## config.mk

```make
export PLATFORM = sky130hd
export DESIGN_NAME = apb_manager_flat
export DESIGN_NICKNAME = d
export VERILOG_FILES = /design/src/rtl/apb_pkg.sv /design/src/rtl/apb_manager_if.sv /design/src/rtl/apb_manager.sv /design/src/flat_wrapper.sv
export SDC_FILE = /design/constraint.sdc
export NUM_CORES = 1
export LEC_CHECK = 0
export CAP_MARGIN = 20
export CORE_AREA = 2 2 106 108
export CTS_BUF_LIST = sky130_fd_sc_hd__clkbuf_4
export DETAILED_ROUTE_END_ITERATION = 8
export DIE_AREA = 0 0 108 110
export GPL_TIMING_DRIVEN = 0
export PLACE_DENSITY = 0.75
export SYNTH_ARGS = -nofsm -noshare
export SYNTH_HDL_FRONTEND = slang
export SYNTH_SLANG_ARGS = --single-unit
```

## constraint.sdc

```tcl
create_clock -name PCLK -period 3.53 [get_ports PCLK]
set_clock_uncertainty 0.15 [all_clocks]
set_input_delay 0.8825 -clock PCLK [delete_from_list [all_inputs] [get_ports PCLK]]
set_output_delay 0.8825 -clock PCLK [all_outputs]
set_load 0.05 [all_outputs]
```

## src/rtl/apb_pkg.sv

```systemverilog
// apb_pkg -- shared definitions for the APB manager slice.
//   apb_state_e     : manager FSM states (IDLE, SETUP, ACCESS)
//   APB_NUM_SLAVES  : number of slaves decoded by the manager
//   APB_BASE_ADDR   : first byte of the slave window
//   APB_SLAVE_STRIDE: bytes per slave (selected by addr[13:12])
//   slave_onehot()  : slave index -> one-hot PSEL vector
//   addr_in_window(): true when an address lands in the slave window
package apb_pkg;

  typedef enum logic [1:0] {
    IDLE   = 2'd0,
    SETUP  = 2'd1,
    ACCESS = 2'd2
  } apb_state_e;

  localparam int          APB_NUM_SLAVES   = 4;
  localparam int          APB_SEL_W        = 2;
  localparam logic [31:0] APB_BASE_ADDR    = 32'h1000_0000;
  localparam logic [31:0] APB_SLAVE_STRIDE = 32'h0000_1000;
  localparam logic [31:0] APB_WINDOW       = 32'(APB_NUM_SLAVES) * APB_SLAVE_STRIDE;

  function automatic logic [APB_NUM_SLAVES-1:0] slave_onehot(input logic [APB_SEL_W-1:0] idx);
    slave_onehot      = '0;
    slave_onehot[idx] = 1'b1;
  endfunction

  function automatic logic addr_in_window(input logic [31:0] addr);
    addr_in_window = (addr >= APB_BASE_ADDR) && (addr < APB_BASE_ADDR + APB_WINDOW);
  endfunction

endpackage

```

## src/rtl/apb_manager_if.sv

```systemverilog
// apb_manager_if -- request side plus APB bus of the manager.
//   request : transfer/write/addr/wdata in, rdata/ready back
//   APB     : PADDR, PWRITE, PENABLE, PWDATA, PSEL0..3 out;
//             PRDATA0..3, PREADY0..3 back from the slaves
//   modport master : view of apb_manager
//   modport slave  : view of whatever sits around the manager
interface apb_manager_if;

  logic        transfer;
  logic        write;
  logic [31:0] addr;
  logic [31:0] wdata;
  logic [31:0] rdata;
  logic        ready;

  logic [3:0]  PADDR;
  logic        PWRITE;
  logic        PENABLE;
  logic [31:0] PWDATA;
  logic        PSEL0, PSEL1, PSEL2, PSEL3;
  logic [31:0] PRDATA0, PRDATA1, PRDATA2, PRDATA3;
  logic        PREADY0, PREADY1, PREADY2, PREADY3;

  modport master (
    input  transfer, write, addr, wdata,
    output rdata, ready,
    output PADDR, PWRITE, PENABLE, PWDATA,
    output PSEL0, PSEL1, PSEL2, PSEL3,
    input  PRDATA0, PRDATA1, PRDATA2, PRDATA3,
    input  PREADY0, PREADY1, PREADY2, PREADY3
  );

  modport slave (
    output transfer, write, addr, wdata,
    input  rdata, ready,
    input  PADDR, PWRITE, PENABLE, PWDATA,
    input  PSEL0, PSEL1, PSEL2, PSEL3,
    output PRDATA0, PRDATA1, PRDATA2, PRDATA3,
    output PREADY0, PREADY1, PREADY2, PREADY3
  );

endinterface

```

## src/rtl/apb_manager.sv

```systemverilog
// apb_manager -- single-outstanding APB manager for four slaves.
//   PCLK, PRESET : clock, synchronous active-high reset
//   bus          : apb_manager_if.master
//                  transfer strobe accepted in IDLE only; addr/write/wdata
//                  latched then, driven as PADDR/PWRITE/PWDATA until done.
//                  PSELx from addr[13:12]; ready/rdata follow the selected
//                  slave combinationally during ACCESS.
// Build option: APB_ADDR_CHECK_EN -- addresses outside the slave window
//   run SETUP/ACCESS with no PSEL and complete at once with rdata=0.
//   Undefined: addr[31:14] ignored, every address aliases onto a slave.
module apb_manager
  import apb_pkg::*;
(
  input  logic          PCLK,
  input  logic          PRESET,
  apb_manager_if.master bus
);

  localparam int NS = APB_NUM_SLAVES;

  apb_state_e             state_q;
  logic [3:0]             paddr_q;
  logic                   pwrite_q;
  logic [31:0]            pwdata_q;
  logic                   penable_q;
  logic [NS-1:0]          psel_q;
  logic [APB_SEL_W-1:0]   sel_q;
  logic                   err_q;

  logic [NS-1:0][31:0]    prdata_v;
  logic [NS-1:0]          pready_v;
  logic                   addr_err;
  logic [NS-1:0]          sel_dec;
  logic                   sel_ready;
  logic                   in_access;

  assign prdata_v = {bus.PRDATA3, bus.PRDATA2, bus.PRDATA1, bus.PRDATA0};
  assign pready_v = {bus.PREADY3, bus.PREADY2, bus.PREADY1, bus.PREADY0};

`ifdef APB_ADDR_CHECK_EN
  assign addr_err = !addr_in_window(bus.addr);
`else
  assign addr_err = 1'b0;
  logic unused_addr;
  assign unused_addr = ^{bus.addr[31:14], bus.addr[11:4]};
`endif

  // An out-of-window request still walks the bus phases but selects nobody.
  assign sel_dec   = addr_err ? '0 : slave_onehot(bus.addr[13:12]);

  // No slave behind an errored request, so nothing can stall it.
  assign sel_ready = err_q ? 1'b1 : pready_v[sel_q];
  assign in_access = (state_q == ACCESS);

  always_ff @(posedge PCLK) begin
    if (PRESET) begin
      state_q   <= IDLE;
      paddr_q   <= '0;
      pwrite_q  <= 1'b0;
      pwdata_q  <= '0;
      penable_q <= 1'b0;
      psel_q    <= '0;
      sel_q     <= '0;
      err_q     <= 1'b0;
    end else begin
      case (state_q)
        IDLE: begin
          if (bus.transfer) begin
            state_q  <= SETUP;
            paddr_q  <= bus.addr[3:0];
            pwrite_q <= bus.write;
            pwdata_q <= bus.wdata;
            sel_q    <= bus.addr[13:12];
            err_q    <= addr_err;
            psel_q   <= sel_dec;
          end
        end
        SETUP: begin
          state_q   <= ACCESS;
          penable_q <= 1'b1;
        end
        ACCESS: begin
          // Latched request is dropped on completion so the bus reads
          // all-zero whenever the manager is idle.
          if (sel_ready) begin
            state_q   <= IDLE;
            paddr_q   <= '0;
            pwrite_q  <= 1'b0;
            pwdata_q  <= '0;
            penable_q <= 1'b0;
            psel_q    <= '0;
            sel_q     <= '0;
            err_q     <= 1'b0;
          end
        end
        default: state_q <= IDLE;
      endcase
    end
  end

  assign bus.PADDR   = paddr_q;
  assign bus.PWRITE  = pwrite_q;
  assign bus.PWDATA  = pwdata_q;
  assign bus.PENABLE = penable_q;
  assign bus.PSEL0   = psel_q[0];
  assign bus.PSEL1   = psel_q[1];
  assign bus.PSEL2   = psel_q[2];
  assign bus.PSEL3   = psel_q[3];

  assign bus.ready = in_access & sel_ready;
  assign bus.rdata = (in_access && !pwrite_q && !err_q) ? prdata_v[sel_q] : 32'h0;

endmodule

```

## src/flat_wrapper.sv

```systemverilog
// flat-port wrapper written by rule: the top's interface ports become plain ports
module apb_manager_flat import apb_pkg::*;
  (PCLK, PRESET, bus_transfer, bus_write, bus_addr, bus_wdata, bus_rdata, bus_ready, bus_PADDR, bus_PWRITE, bus_PENABLE, bus_PWDATA, bus_PSEL0, bus_PSEL1, bus_PSEL2, bus_PSEL3, bus_PRDATA0, bus_PRDATA1, bus_PRDATA2, bus_PRDATA3, bus_PREADY0, bus_PREADY1, bus_PREADY2, bus_PREADY3);
  apb_manager_if bus_i ();
  input  logic PCLK;
  input  logic PRESET;
  input wire logic [$bits(bus_i.transfer)-1:0] bus_transfer;
  input wire logic [$bits(bus_i.write)-1:0] bus_write;
  input wire logic [$bits(bus_i.addr)-1:0] bus_addr;
  input wire logic [$bits(bus_i.wdata)-1:0] bus_wdata;
  output wire logic [$bits(bus_i.rdata)-1:0] bus_rdata;
  output wire logic [$bits(bus_i.ready)-1:0] bus_ready;
  output wire logic [$bits(bus_i.PADDR)-1:0] bus_PADDR;
  output wire logic [$bits(bus_i.PWRITE)-1:0] bus_PWRITE;
  output wire logic [$bits(bus_i.PENABLE)-1:0] bus_PENABLE;
  output wire logic [$bits(bus_i.PWDATA)-1:0] bus_PWDATA;
  output wire logic [$bits(bus_i.PSEL0)-1:0] bus_PSEL0;
  output wire logic [$bits(bus_i.PSEL1)-1:0] bus_PSEL1;
  output wire logic [$bits(bus_i.PSEL2)-1:0] bus_PSEL2;
  output wire logic [$bits(bus_i.PSEL3)-1:0] bus_PSEL3;
  input wire logic [$bits(bus_i.PRDATA0)-1:0] bus_PRDATA0;
  input wire logic [$bits(bus_i.PRDATA1)-1:0] bus_PRDATA1;
  input wire logic [$bits(bus_i.PRDATA2)-1:0] bus_PRDATA2;
  input wire logic [$bits(bus_i.PRDATA3)-1:0] bus_PRDATA3;
  input wire logic [$bits(bus_i.PREADY0)-1:0] bus_PREADY0;
  input wire logic [$bits(bus_i.PREADY1)-1:0] bus_PREADY1;
  input wire logic [$bits(bus_i.PREADY2)-1:0] bus_PREADY2;
  input wire logic [$bits(bus_i.PREADY3)-1:0] bus_PREADY3;
  assign bus_i.transfer = bus_transfer;
  assign bus_i.write = bus_write;
  assign bus_i.addr = bus_addr;
  assign bus_i.wdata = bus_wdata;
  assign bus_rdata = bus_i.rdata;
  assign bus_ready = bus_i.ready;
  assign bus_PADDR = bus_i.PADDR;
  assign bus_PWRITE = bus_i.PWRITE;
  assign bus_PENABLE = bus_i.PENABLE;
  assign bus_PWDATA = bus_i.PWDATA;
  assign bus_PSEL0 = bus_i.PSEL0;
  assign bus_PSEL1 = bus_i.PSEL1;
  assign bus_PSEL2 = bus_i.PSEL2;
  assign bus_PSEL3 = bus_i.PSEL3;
  assign bus_i.PRDATA0 = bus_PRDATA0;
  assign bus_i.PRDATA1 = bus_PRDATA1;
  assign bus_i.PRDATA2 = bus_PRDATA2;
  assign bus_i.PRDATA3 = bus_PRDATA3;
  assign bus_i.PREADY0 = bus_PREADY0;
  assign bus_i.PREADY1 = bus_PREADY1;
  assign bus_i.PREADY2 = bus_PREADY2;
  assign bus_i.PREADY3 = bus_PREADY3;
  apb_manager u_core (.PCLK(PCLK), .PRESET(PRESET), .bus(bus_i));
endmodule
```

==> impl_metrics.csv <==
group,metric,value,unit
grt,met1_usage,0.226,
place,dpl.hpwl,10300,microns
pwr,report.power.total,1620,uW
min_path,worst_hold_startpoint,"u_core.psel_q[0]",
place,place.detailed.instances,676,
timing,worst_slew_pin_slew,0.614,ns
timing,setup_violations,0,
place,gp_routability_congestion,0.825,
logic_synthesis,synth_net_count,488,
logic_synthesis,synthesis.area_per_instance,10.7,sq um
drt,via_count,3388,
run,drv.max_cap_violation_count,0,
final_layout,num-nets-final,746,
logic_synthesis,netlist-cell-type-count,30,
timing,slew_viol_final,0,
logic_synthesis,yosys_warnings,0,
pwr,power_report.internal_total,1090,uW
status,run_status,"complete, no violations",
grt,groute.usage.overall,0.201,
final_layout,stdcell_count,687,
final_layout,final_layout_size_suffix_gt1_frac,0.146,
clocking,cts_tree,"done",
grt,grt_max_degree,14,
logic_synthesis,yosys-mux-area-fraction,0.246,
logic_synthesis,synth_xor_xnor_area_share,0,
logic_synthesis,synthAdderAreaFrac,0,
pwr,net_switching_share_of_the_total_power,0.328,
logic_synthesis,synthesis.area,0.00307,sq mm
drt,routed_via_density,4.93,
min_path,hold_path.class,"register to register",
pwr,net-switching-power,530,uW
pwr,ir_drop,195,uV
logic_synthesis,synth-seq-area-share,0.300,
floorplanning,initial_utilization,0.287,
floorplanning,floorplan.io_pins,275,
drt,drc_errors,0,
clocking,ctsLongestPathBuffers,2,
floorplanning,floorplan.die.width,108,microns
grt,via_count_of_the_first_global_routing_pass,3606,
worst_setup_path,reg2reg_from,"u_core.sel_q[1]",
clocking,cts_root_buffer,"sky130_fd_sc_hd__clkbuf_4",
floorplanning,dieHeight,110,microns
logic_synthesis,synth.ff_latch_count,46,
worst_setup_path,critical_path.reg2reg.endpoint,"u_core.bus.PENABLE",
final_layout,finalInstanceArea,0.00580,sq mm
clocking,cts_inserted_buffers,5,
logic_synthesis,syn_inst,288,
grt,m3_gr_usage,0.0506,
timing,grt_setup_unrepaired,"no",
drt,drt_pre_antenna_iters,4,
timing,maxClockFrequency,293,MHz
timing,period_share,0.967,
grt,grt-ovfl-total,0,
clocking,cts_max_level,2,
timing,slew_headroom,0.585,
pwr,part_of_the_total_power_dissipated_in_the_clock_network,0.208,
logic_synthesis,synth_top_family_by_area,"simple AND/OR/NAND/NOR gates",
logic_synthesis,synth-compound-area-share,0.113,
floorplanning,rows,38,
final_layout,antenna_cells,0,
worst_setup_path,reg2regPathDepth,6,
pwr,power_frac_seq,0.357,
place,dpl_cell_area,0.00573,sq mm
pwr,combinational_power_share,0.435,
worst_setup_path,reg2reg_slack,1.71,ns
pwr,power_density_over_the_cells,279,mW/mm^2
clocking,clkSlewWorstSetupHoldPaths,0.13,ns
timing,timing.final.crit_period,3.41,ns
timing,hold_violations,0,
grt,wire_length_of_the_first_global_routing_pass,18700,microns
min_path,timing.hold.worst_endpoint,"u_core.psel_q[0]",
logic_synthesis,yosys_most_used_dff,"sky130_fd_sc_hd__dfxtp_1",
clocking,clock_sink_count,46,
grt,groute.layer.met2.usage,0.381,
drt,antenna_violating_nets_post_route,0,
drt,dr.first_iter.drc_count,210,
drt,post_drt_wl_per_cell,18.7,microns
logic_synthesis,number_of_flops_mapped_to_enable_cells_by_yosys,0,
floorplanning,floorplan.die_area,0.0119,sq mm
place,io_buffers,248,
worst_setup_path,cp_data_required_time,2.50,ns
drt,routed_wirelength,12800,microns
worst_setup_path,critical_path_peak_fanout,1,
grt,grt_most_used_layer,"met2",
worst_setup_path,worstSetupPathType,"input pin to output port",
logic_synthesis,ys_async_sr_fraction,0,
final_layout,syn2layout_area_growth,88.7,%
clocking,insertion_delay,0.35,ns
floorplanning,core_area,0.0107,sq mm
pwr,power.leakage,0.00209,uW
worst_setup_path,crit_path_start_kind,"input pin",
logic_synthesis,yosys.area_share.simple,0.285,
worst_setup_path,timing.critical_path.arrival,2.38,ns
grt,initial_antenna_violation_count,0,
min_path,hold_path_depth,2,
worst_setup_path,cp-end-kind,"output port",
[repair_timing]
action	CTS	global route
hold buffers	0	0
gates resized for setup	38	0
pin swaps	0	1
endpoints found under the setup margin	33	1
buffers inserted	0	3
[cells in the final DEF (no fill, tap or decap), types with 2 or more instances in the layout]
cell	n
sky130_fd_sc_hd__nand3b_1	78
sky130_fd_sc_hd__inv_1	2
sky130_fd_sc_hd__nand2_1	5
sky130_fd_sc_hd__buf_2	5
sky130_fd_sc_hd__buf_4	3
sky130_fd_sc_hd__nor2b_1	32
sky130_fd_sc_hd__dfxtp_1	46
sky130_fd_sc_hd__clkbuf_1	20
sky130_fd_sc_hd__buf_6	5
sky130_fd_sc_hd__mux4_2	32
sky130_fd_sc_hd__o21ai_0	20
sky130_fd_sc_hd__o31ai_1	3
sky130_fd_sc_hd__clkdlybuf4s50_1	215
sky130_fd_sc_hd__clkbuf_2	3
sky130_fd_sc_hd__nand2b_1	3
sky130_fd_sc_hd__clkbuf_4	7
sky130_fd_sc_hd__o21ai_2	17
sky130_fd_sc_hd__dlygate4sd2_1	32
[registers in the layout, indices dropped and copies added (netlist names)]
name,flops
u_core.bus.PADDR,4
u_core.bus.PENABLE,1
u_core.bus.PWDATA,32
u_core.bus.PWRITE,1
u_core.psel_q,4
u_core.sel_q,2
u_core.state_q,2
[power by group through the flow]
stage / combinational (uW) / sequential, uW / clock (uW)
finish: 703 / 578 / 336
global route: 739 / 582 / 363
CTS: 706 / 577 / 344
detailed placement: 711 / 588 / 0
global placement: 705 / 588 / 0
floorplan: 262 / 699 / 0
[worst max path at each step]
| stage | startpoint | to | slack (ns) | depth (start not counted) |
|---|---|---|---|---|
| 4_1_cts | bus_PREADY0 | bus_ready | 0.03 | 5 |
| 3_5_place_dp | bus_PREADY0 | bus_ready | -0.40 | 5 |
| 2_1_floorplan | bus_PRDATA1[10] | bus_rdata[10] | 0.69 | 2 |
| 5_1_grt | u_core.sel_q[0] | bus_rdata[20] | 0.02 | 5 |
| 3_3_place_gp | bus_PREADY1 | bus_ready | -0.39 | 5 |
| 6_report | bus_PRDATA3[11] | bus_rdata[11] | 0.12 | 4 |
[critical path: stages]
cell	delay, ns
sky130_fd_sc_hd__clkdlybuf4s50_1	0.41
sky130_fd_sc_hd__mux4_2	0.49
sky130_fd_sc_hd__nor2b_1	0.14
sky130_fd_sc_hd__dlygate4sd2_1	0.45
[layer usage]
layer	wire length [microns]	share of wire
met3	1100	0.086
met2	6590	0.51
met4	252	0.020
met1	4870	0.38
met5	0	0
[synth_stat cells, types with 2 or more instances]
library cell	number	area [sq um]
sky130_fd_sc_hd__mux4_2	32	721
sky130_fd_sc_hd__inv_1	2	7.51
sky130_fd_sc_hd__nand2b_1	3	18.8
sky130_fd_sc_hd__buf_6	5	56.3
sky130_fd_sc_hd__o31ai_1	3	22.5
sky130_fd_sc_hd__nor2b_1	32	200
sky130_fd_sc_hd__nand2_1	5	18.8
sky130_fd_sc_hd__o21ai_2	17	149
sky130_fd_sc_hd__nand3b_1	78	586
sky130_fd_sc_hd__o21ai_0	20	100
sky130_fd_sc_hd__clkbuf_1	23	86.3
sky130_fd_sc_hd__dfxtp_1	46	921
sky130_fd_sc_hd__buf_2	5	25.0
[through the flow]
stage          TNS [ns]  worst slack (ns)  hold WS [ns]   util
2_1_floorplan         0             0.693         0.376      -
3_3_place_gp      -4.04            -0.392         0.296  0.536
6_report              0             0.117         0.325  0.542
5_1_grt               0            0.0192         0.358  0.542
4_1_cts               0            0.0278         0.324  0.540
3_5_place_dp      -4.25            -0.395         0.306  0.536
[area by class of cell]
| cell class | count | area, sq um |
|---|---|---|
| buffer | 33 | 171 |
| clock buffer | 7 | 52.6 |
| clock inverter | 1 | 30.0 |
| fill | 959 | 4900 |
| inverter | 2 | 7.51 |
| multi-input combinational | 207 | 1980 |
| sequential | 46 | 921 |
| tap | 140 | 175 |
| timing repair buffer | 251 | 2470 |
[cell families (layout without fill, tap and decap cells)]
group / after synthesis / in the layout
compound gates: 47 / 47
flops: 46 / 46
simple gates: 125 / 125
mux: 35 / 35
buf+inv: 35 / 294
Note: power is estimated with default switching activity, not from simulation.
